[src/rtl/cpu_pkg.sv]
// Shared CPU definitions: opcodes, register indices, flag bits, instruction
// word layout and the fetch state encoding.
package cpu_pkg;

  localparam int FETCH_BYTES = 8;

  localparam logic [7:0] I_NOP   = 8'h00;
  localparam logic [7:0] I_LOAD  = 8'h01;
  localparam logic [7:0] I_STORE = 8'h02;
  localparam logic [7:0] I_MOV   = 8'h03;
  localparam logic [7:0] I_ADD   = 8'h04;
  localparam logic [7:0] I_SUB   = 8'h05;
  localparam logic [7:0] I_CMP   = 8'h06;
  localparam logic [7:0] I_JMP   = 8'h07;
  localparam logic [7:0] I_JZ    = 8'h08;
  localparam logic [7:0] I_JNZ   = 8'h09;
  localparam logic [7:0] I_JL    = 8'h0A;
  localparam logic [7:0] I_JGE   = 8'h0B;
  localparam logic [7:0] I_DIE   = 8'hFF;

  localparam int R_SP = 11;
  localparam int R_BA = 12;
  localparam int R_FL = 13;

  localparam int FL_Z = 0;
  localparam int FL_N = 1;
  localparam int FL_C = 2;

  localparam int OPC_LSB  = 56;
  localparam int MODE_LSB = 48;
  localparam int REG0_LSB = 40;
  localparam int REG1_LSB = 32;
  localparam int RAW2_LSB = 0;

  typedef enum logic [1:0] {
    IDLE  = 2'd0,
    ISSUE = 2'd1,
    HOLD  = 2'd2
  } fetch_state_t;

  // Offsets 0..3 fill the byte fields top-down; 4..7 fill raw2 little-endian.
  function automatic int byte_lsb(input int idx);
    return (idx < 4) ? (OPC_LSB - 8 * idx) : (RAW2_LSB + 8 * (idx - 4));
  endfunction

endpackage

[src/rtl/inst_fetch.sv]
// Instruction fetch: streams INST_BYTES bytes from a 1-cycle BRAM into one
// 64-bit word, holds it until the core accepts, and restarts on redirects.
module inst_fetch import cpu_pkg::*; #(
  parameter int          ADDR_W     = 16,
  parameter int          INST_BYTES = FETCH_BYTES,
  parameter logic [31:0] RESET_PC   = 32'h0
) (
  input  logic              Clk,
  input  logic              Rst,
  input  logic              fetch_en,
  output logic [ADDR_W-1:0] mem_addr,
  input  logic [7:0]        mem_rdata,
  output logic              inst_valid,
  input  logic              inst_ready,
  output logic [63:0]       inst_data,
  output logic [31:0]       inst_pc,
  input  logic              redirect_valid,
  input  logic [31:0]       redirect_pc
);

  localparam int IW = $clog2(INST_BYTES);
  localparam logic [IW-1:0] LAST = IW'(INST_BYTES - 1);

  fetch_state_t  state;
  logic [31:0]   pc;
  logic [31:0]   start_pc;
  logic [IW-1:0] addr_idx;
  logic [IW-1:0] cap_idx;
  logic          addr_done;
  logic          cap_pend;
  logic          xfer;

  assign xfer = inst_valid && inst_ready && !redirect_valid;

  always_ff @(posedge Clk) begin
    if (Rst) begin
      state      <= IDLE;
      pc         <= RESET_PC;
      start_pc   <= RESET_PC;
      mem_addr   <= RESET_PC[ADDR_W-1:0];
      inst_valid <= 1'b0;
      inst_data  <= '0;
      inst_pc    <= '0;
      addr_idx   <= '0;
      cap_idx    <= '0;
      addr_done  <= 1'b0;
      cap_pend   <= 1'b0;
    end else if (redirect_valid) begin
      // Wrong-path bytes, including the one still in the BRAM pipe, are dropped.
      state      <= fetch_en ? ISSUE : IDLE;
      pc         <= redirect_pc;
      start_pc   <= redirect_pc;
      mem_addr   <= redirect_pc[ADDR_W-1:0];
      inst_valid <= 1'b0;
      addr_idx   <= '0;
      cap_idx    <= '0;
      addr_done  <= 1'b0;
      cap_pend   <= 1'b0;
    end else begin
      case (state)
        IDLE: begin
          if (fetch_en) begin
            state     <= ISSUE;
            start_pc  <= pc;
            mem_addr  <= pc[ADDR_W-1:0];
            addr_idx  <= '0;
            cap_idx   <= '0;
            addr_done <= 1'b0;
            cap_pend  <= 1'b0;
          end
        end
        ISSUE: begin
          // cap_pend marks that the byte on mem_rdata belongs to this fetch.
          cap_pend <= !addr_done;
          if (!addr_done) begin
            if (addr_idx == LAST) begin
              addr_done <= 1'b1;
            end else begin
              addr_idx <= addr_idx + 1'b1;
              mem_addr <= mem_addr + ADDR_W'(1);
            end
          end
          if (cap_pend) begin
            inst_data[byte_lsb(int'(cap_idx)) +: 8] <= mem_rdata;
            if (cap_idx == LAST) begin
              inst_valid <= 1'b1;
              inst_pc    <= start_pc;
              pc         <= start_pc + 32'(INST_BYTES);
              state      <= HOLD;
            end else begin
              cap_idx <= cap_idx + 1'b1;
            end
          end
        end
        HOLD: begin
          if (xfer) begin
            inst_valid <= 1'b0;
            addr_idx   <= '0;
            cap_idx    <= '0;
            addr_done  <= 1'b0;
            cap_pend   <= 1'b0;
            if (fetch_en) begin
              state    <= ISSUE;
              start_pc <= pc;
              mem_addr <= pc[ADDR_W-1:0];
            end else begin
              state <= IDLE;
            end
          end
        end
        default: state <= IDLE;
      endcase
    end
  end

endmodule

[config.mk]
export PLATFORM = sky130hd
export DESIGN_NAME = inst_fetch
export DESIGN_NICKNAME = d
export VERILOG_FILES = /design/src/rtl/cpu_pkg.sv /design/src/rtl/inst_fetch.sv
export SDC_FILE = /design/constraint.sdc
export NUM_CORES = 1
export LEC_CHECK = 0
export CAP_MARGIN = 10
export CELL_PAD_IN_SITES_DETAIL_PLACEMENT = 0
export CELL_PAD_IN_SITES_GLOBAL_PLACEMENT = 1
export CORE_UTILIZATION = 38
export CTS_CLUSTER_DIAMETER = 50
export DETAILED_ROUTE_END_ITERATION = 10
export GPL_TIMING_DRIVEN = 0
export PLACE_DENSITY_LB_ADDON = 0.1
export REMOVE_ABC_BUFFERS = 1
export SYNTH_ARGS = -nofsm -noshare
export SYNTH_HDL_FRONTEND = slang
export SYNTH_SLANG_ARGS = --single-unit
[constraint.sdc]
create_clock -name Clk -period 2 [get_ports Clk]
set_input_delay 0.4 -clock Clk [delete_from_list [all_inputs] [get_ports Clk]]
set_output_delay 0.4 -clock Clk [all_outputs]
set_load 0.05 [all_outputs]
==> metrics.md, run 1 <==
| Metric | Value |
|---|---|
| Outcome | complete, no violations |
| Mean Syn Cell Area | 7.98 sq um |
| DP HPWL | 16,100 microns |
| Hold Path Depth | 2 |
| Max incr delay on CP | 800 ps |
| Synth Warn # | 0 |
| FILL cells | 2,117 |
| Hold Buf Count CTS | 0 |
| Final setup fails | 0 |
| CTS Sinks | 187 |
| Core box area | 21,400 sq um |
| CTS Buf Count | 17 |
| Total grt overflow | 0 |
| Max H-tree Level | 4 |
| Clk root buf | clkbuf_16 |
| Met1 global-route usage | 30.0% |
| Seq/Total Area, Yosys | 44.6% |
| Post-route ant nets | 0 |
| Clk buf depth | 2 |
| Routed len/inst | 17.2 microns |
| Skew final | 14.1 ps |
| Initial drt markers | 406 |
| Pin count of the biggest net entering global routing | 99 |
| Fmax achieved | 509 MHz |
| Drt drc | 0 |
| Peak VDD IR | 0.000559 V |
| Max Cap Viol | 0 |
| Clock Latency Late Sink | 440 ps |
| Hold Path Sink | inst_pc[14] |
| Post-layout min period | 1960 ps |
| Final period utilization | 98.2% |
| Worst-path clk slew | 70 ps |
| FP Rows | 53 |
| Global-route track usage on met2 | 36.6% |
| Leakage power | 5.26 nW |
| Rel. slew slack | 48.4% |
| Die area | 22,700 sq um |
| Critical path data required time | 1600 ps |
| Synthesized area | 8390 sq um |
| Yosys reg bits | 187 |
| R2r setup slk | 100 ps |
| Dominant synthesized flop cell | dfxtp_1 |
| Initial antenna violation count | 0 |
| FF-to-FF path depth | 9 |
| WP depth | 1 |
| Slowest library cell on the worst path | clkdlybuf4s50_1 |
| Crit. End Element | output pin |
| Met3 Resource Use GR | 4.21% |
| Fin cells | 1,470 |
| FF+latch area | 3760 sq um |
| Via count | 7,993 |
| Drt total wl | 25,300 microns |
| Diode count | 0 |
| Die Y | 151 microns |
| CP bufs+invs | 1 |
| First-pass GRT wire length | 39,500 microns |
| Cell variety after synth | 69 |
| Setup Crit Path Kind | reg -> out |
| IO buf count | 157 |
| CP delay by family, top | buffers and inverters |
| Worst flop-to-flop path endpoint | inst_pc[28] |
| Share of cells above drive strength 1 | 10.3% |
| Final WS setup | 37.0 ps |
| Drt first pass iters | 5 |
| Max Slew Vio Count | 0 |
| Min-delay src | inst_pc[14] |
| Die width | 151 microns |
| CTS tree | yes |
| Setup crit start | inst_pc[19] |
| Hold/Removal Path Class | reg -> reg |
| Nets | 1,235 |
| Post-Syn Instances | 1,051 |
| I/O pins | 158 |
| Critical Path AT | 1560 ps |
| Area of the multi-input gates | 4500 sq um |
| Peak fanout along the critical path | 2 |
| Final Hold Viols | 0 |
| GRT Overall Usage | 22.4% |
| Area delta synth->final | 34.2% |
| GPL Wtd Cong | 0.767 |
| Routed vias/inst | 5.44 |
| Pre-CTS setup slack | -1350 ps |
| GR peak layer | met2 |
| Critical path cell sequence | clkdlybuf4s50_1 |
| Power per cell area | 744 nW/um^2 |
| Vias in the first global route | 7,230 |
| Inst Count DP | 1,411 |
| Worst r2r src | state[1] |
| Async S/R FF share, synth | 0% |
| Initial Utilization | 39.3% |
| EDFF count, synth | 0 |
| Worst Setup Start Kind | register |
| Slew @ Worst Pin | 774 ps |
==> how the worst max path moves through the flow <==
stage	slack, ps	endpoint
2_1_floorplan	-980	pc[17]
3_3_place_gp	-7160	pc[9]
3_5_place_dp	-1350	inst_pc[25]
4_1_cts	0.9	inst_data[14]
5_1_grt	-30	inst_data[54]
6_report	40	inst_pc[19]
==> metal layers <==
metal  vias to the layer above  part of all wire [%]
met1                      3773                    46
met3                        24                   5.7
met2                       226                    47
met4                         0                   1.4
li1                       3970                     -
met5                         -                     0
==> synth_stat cells, types with 13 or more instances <==
library cell	instances	area (sq um)
a211oi_1	20	150
a21oi_1	130	651
a311oi_1	15	131
buf_2	16	80.1
clkbuf_1	55	206
dfxtp_1	187	3740
inv_1	14	52.6
mux2i_1	21	210
nand2_1	169	634
nand3_1	66	330
nand4_1	13	81.3
nor2_1	146	548
o22ai_1	15	93.8
xor2_1	18	158
==> power breakdown <==
part | switching (mW) | internal, mW
Clock | 1.54 | 1.89
Sequential | 0.168 | 3.85
Combinational | 0.559 | 0.374
==> cells by family after synthesis <==
logic type	after synthesis	synth area share, %
AO/OA/AOI/OAI	258	19.4
XOR/XNOR	29	3.03
adder cells (fa/ha/maj)	7	1.04
buffers and inverters	92	4.54
flip-flops	187	44.6
multiplexers	22	2.64
AND/OR/NAND/NOR	456	24.8
==> cells in the final DEF (no fill, tap or decap), types with 9 or more instances in the layout <==
master / count
dfxtp_1: 181
nand2_1: 164
nor2_1: 141
a21oi_1: 130
dlymetal6s2s_1: 65
nand3_1: 60
clkdlybuf4s50_1: 45
dlygate4sd2_1: 45
buf_4: 25
mux2i_1: 21
a211oi_1: 20
xor2_1: 17
clkbuf_16: 17
a311oi_1: 15
o22ai_1: 15
nand4_1: 13
inv_1: 12
o21ai_0: 12
a22oi_1: 12
nor3_1: 11
xnor2_1: 10
o32ai_1: 9
==> timing repair <==
item | CTS | global route
buffers inserted | 14 | 12
gates resized for setup | 86 | 87
cloned | 1 | 1
endpoints found under the setup margin | 203 | 162
hold endpoints to repair | 0 | 0
pin swaps | 6 | 4
==> state kept, by name (all words and copies together), names as in the netlist, 2 cells and up <==
signal / cells
state: 2
start_pc: 32
inst_data: 64
inst_pc: 32
pc: 32
mem_addr: 16
addr_idx: 3
cap_idx: 3
==> final cells by class <==
cell class / count / share of cell area, %
clock inverters: 12 / 1.23
clock buffers: 19 / 3.94
repair buffers: 189 / 17.8
inverters: 14 / 0.534
multi-input cells: 773 / 40.0
well taps: 275 / 3.06
repair inverters: 1 / 0.0667
flip-flops and latches: 187 / 33.4
==> through the flow <==
step                instance area (sq um)  power (mW)  TNS (ps)  utilization, %  hold WS, ps
floorplan                            8060        4.56    -46910               -          436
finish                              11300        8.38         0            52.7          449
detailed placement                  10100        4.98   -125810            47.3          446
global placement                     9970        4.99   -882840            46.7          439
global route                        11300        8.71     -42.1            52.7          471
CTS                                 10900        8.42         0            51.0          423
No activity file was read; power rests on OpenSTA's default activity.
==> run 2, diff against run 1 <==
==> constraint.sdc (replaced) <==
create_clock -name Clk -period 2 [get_ports Clk]
set_input_delay 0.3 -clock Clk [delete_from_list [all_inputs] [get_ports Clk]]
set_output_delay 0.3 -clock Clk [all_outputs]
set_load 0.05 [all_outputs]
==> metrics.md, run 2 (same netlist as run 1, synthesis figures left out) <==
| Metric | Value |
|---|---|
| Outcome | complete, no violations |
| Nets | 1,230 (-0.40%) |
| Post-layout min period | 1950 ps (-17.7 ps) |
| Pin count of the biggest net entering global routing | 99 (unchanged) |
| Slowest library cell on the worst path | clkdlybuf4s50_1 |
| Placed standard-cell area | 10,100 sq um (unchanged) |
| Fmax achieved | 514 MHz (+0.91%) |
| Critical path cell sequence | clkdlybuf4s50_1 |
| Core box area | 21,400 sq um (unchanged) |
| Hold/Removal Path Class | in -> reg |
| Register share of total power | 48.0% (about the same) |
| Initial drt markers | 380 (-6.4%) |
| Die area | 22,700 sq um (unchanged) |
| Initial antenna violation count | 0 (unchanged) |
| Setup Crit Path Kind | reg -> out |
| Worst Setup Start Kind | register |
| Hold slack | 305 ps (-144 ps) |
| Crit. End Element | output pin |
| Initial Utilization | 39.3% (unchanged) |
| Most common cell after layout, fill and taps aside | dfxtp_1 |
| Most frequent cells in the layout | dfxtp_1, nand2_1, nor2_1 |
| Leakage power | 3.94 nW (-25%) |
| FILL cells | 2,105 (-0.57%) |
| Inst Count DP | 1,411 (unchanged) |
| Hold Path Sink | inst_pc[26] |
| Drt total wl | 25,100 microns (-0.78%) |
| I/O pins | 158 (unchanged) |
| Pint | 6.11 mW (about the same) |
| Clock Latency Late Sink | 440 ps (about the same) |
| Peak fanout along the critical path | 4 (+2) |
| CP bufs+invs | 1 (unchanged) |
| Max incr delay on CP | 820 ps (+20 ps) |
| Design Area, Final | 11,100 sq um (-1.3%) |
| Clk buf depth | 2 (unchanged) |
| Routed len/inst | 17.1 microns (-0.44%) |
| Most flops, register | inst_data |
| Die width | 151 microns (unchanged) |
| IO buf count | 157 (unchanged) |
| Worst flop-to-flop path endpoint | inst_pc[28] |
| GPL Wtd Cong | 0.767 (unchanged) |
| Critical Path AT | 1650 ps (+90 ps) |
| Skew final | 12.6 ps (-1.48 ps) |
| Fin cells | 1,465 (-0.34%) |
| Drt first pass iters | 5 (unchanged) |
| Worst-path clk slew | 70 ps (about the same) |
| Number of flip-flops under the largest register name | 64 (unchanged) |
| CTS Sinks | 187 (unchanged) |
| Min-delay src | Rst |
| Net Sw Power | 2.27 mW (about the same) |
| CP delay by family, top | buffers and inverters |
| Total grt overflow | 0 (unchanged) |
| Max Cap Viol | 0 (unchanged) |
| Diode count | 0 (unchanged) |
| Share of cells above drive strength 1 | 9.83% (-0.46 points) |
| R2r setup slk | 100 ps (about the same) |
| Hold Path Depth | 2 (unchanged) |
| Combinational Power Share | 11.1% (about the same) |
| Final setup fails | 0 (unchanged) |
| Final period utilization | 97.3% (-0.88 points) |
| Critical path data required time | 1700 ps (+100 ps) |
| Via count | 7,905 (-1.1%) |
| Post-route ant nets | 0 (unchanged) |
| Power per cell area | 754 nW/um^2 (+1.3%) |
| CTS tree | yes |
| Max Slew Vio Count | 0 (unchanged) |
| Hold Buf Count CTS | 0 (unchanged) |
| CTS Buf Count | 17 (unchanged) |
| First-pass GRT wire length | 39,500 microns (about the same) |
| Layout Utilization | 52.0% (-0.67 points) |
| Vias in the first global route | 7,245 (+0.21%) |
| Switch share | 27.1% (+0.029 points) |
| DP HPWL | 16,100 microns (unchanged) |
| FF-to-FF path depth | 9 (unchanged) |
| Drt drc | 0 (unchanged) |
| Area delta synth->final | 32.5% |
| Die Y | 151 microns (unchanged) |
| Slew @ Worst Pin | 794 ps (+19.7 ps) |
| Rel. slew slack | 46.8% (-1.6 points) |
| GRT Overall Usage | 22.4% (about the same) |
| Worst r2r src | state[1] |
| Clk root buf | clkbuf_16 |
| Routed vias/inst | 5.40 (-0.76%) |
| Clock share of power | 40.9% (about the same) |
| Max H-tree Level | 4 (unchanged) |
| Final Hold Viols | 0 (unchanged) |
| FP Rows | 53 (unchanged) |
| Peak VDD IR | 0.000557 V (-0.21%) |
-- run 2: cell types whose count changed in the layout (fill, tap and decap cells not counted), moves of 2 or more --
cell / delta
buf_12: +2
buf_4: -7
clkdlybuf4s50_1: +94
clkinvlp_4: -2
dlygate4sd2_1: -33
dlymetal6s2s_1: -61
-- run 2: metrics by stage --
stage	setup slack (ps)	total power, mW	setup TNS, ps
2_1_floorplan	-981	4.56	-46910
3_3_place_gp	-7060	4.99	-864140
3_5_place_dp	-1250	4.98	-109070
4_1_cts	-97.5	8.42	-1380
5_1_grt	-34.0	8.71	-41.2
6_report	54.7	8.37	0
-- run 2: area by class of cell --
type / count / area, sq um / share of cell area (%)
Clock buffer: 19 / 443 / 3.99
Clock inverter: 12 / 139 / 1.25
Inverter: 14 / 56.3 / 0.507
Multi-Input combinational cell: 773 / 4500 / 40.5
Sequential cell: 187 / 3760 / 33.9
Tap cell: 275 / 344 / 3.10
Timing Repair Buffer: 184 / 1870 / 16.8
Timing Repair inverter: 1 / 5.00 / 0.0450
-- run 2: worst max path at each step --
stage / slack [ps] / cells past startpoint / start / to
final: 50 / 1 / mem_addr[6] / mem_addr[6]
after global routing: -30 / 6 / cap_idx[1] / inst_data[54]
after CTS: -100 / 4 / state[0] / inst_data[61]
after detailed placement: -1250 / 7 / redirect_valid / inst_pc[25]
after global placement: -7060 / 4 / Rst / pc[9]
after floorplan: -980 / 4 / state[0] / pc[17]
-- run 2: power by group through the flow --
stage               sequential, mW  combinational (mW)  clock, mW
finish                        4.02               0.927       3.43
global route                  4.04                1.00       3.66
CTS                           4.02               0.905       3.50
detailed placement            4.10               0.875          0
global placement              4.10               0.882          0
floorplan                     4.15               0.411          0
-- run 2: what timing repair did --
action                                  in CTS  in global routing
endpoints found under the setup margin     164                 90
setup buffers                               12                  9
pin swaps                                    6                  3
cloned                                       1                  1
resized for setup                           50                 28
-- run 2: metal layers --
layer / routed length, microns / vias to the layer above / global-route usage (%)
met5: 0 / - / 0
met4: 371 / 0 / 6.57
met3: 1260 / 24 / 4.24
met2: 11700 / 205 / 36.5
met1: 11800 / 3714 / 29.9
li1: - / 3962 / -
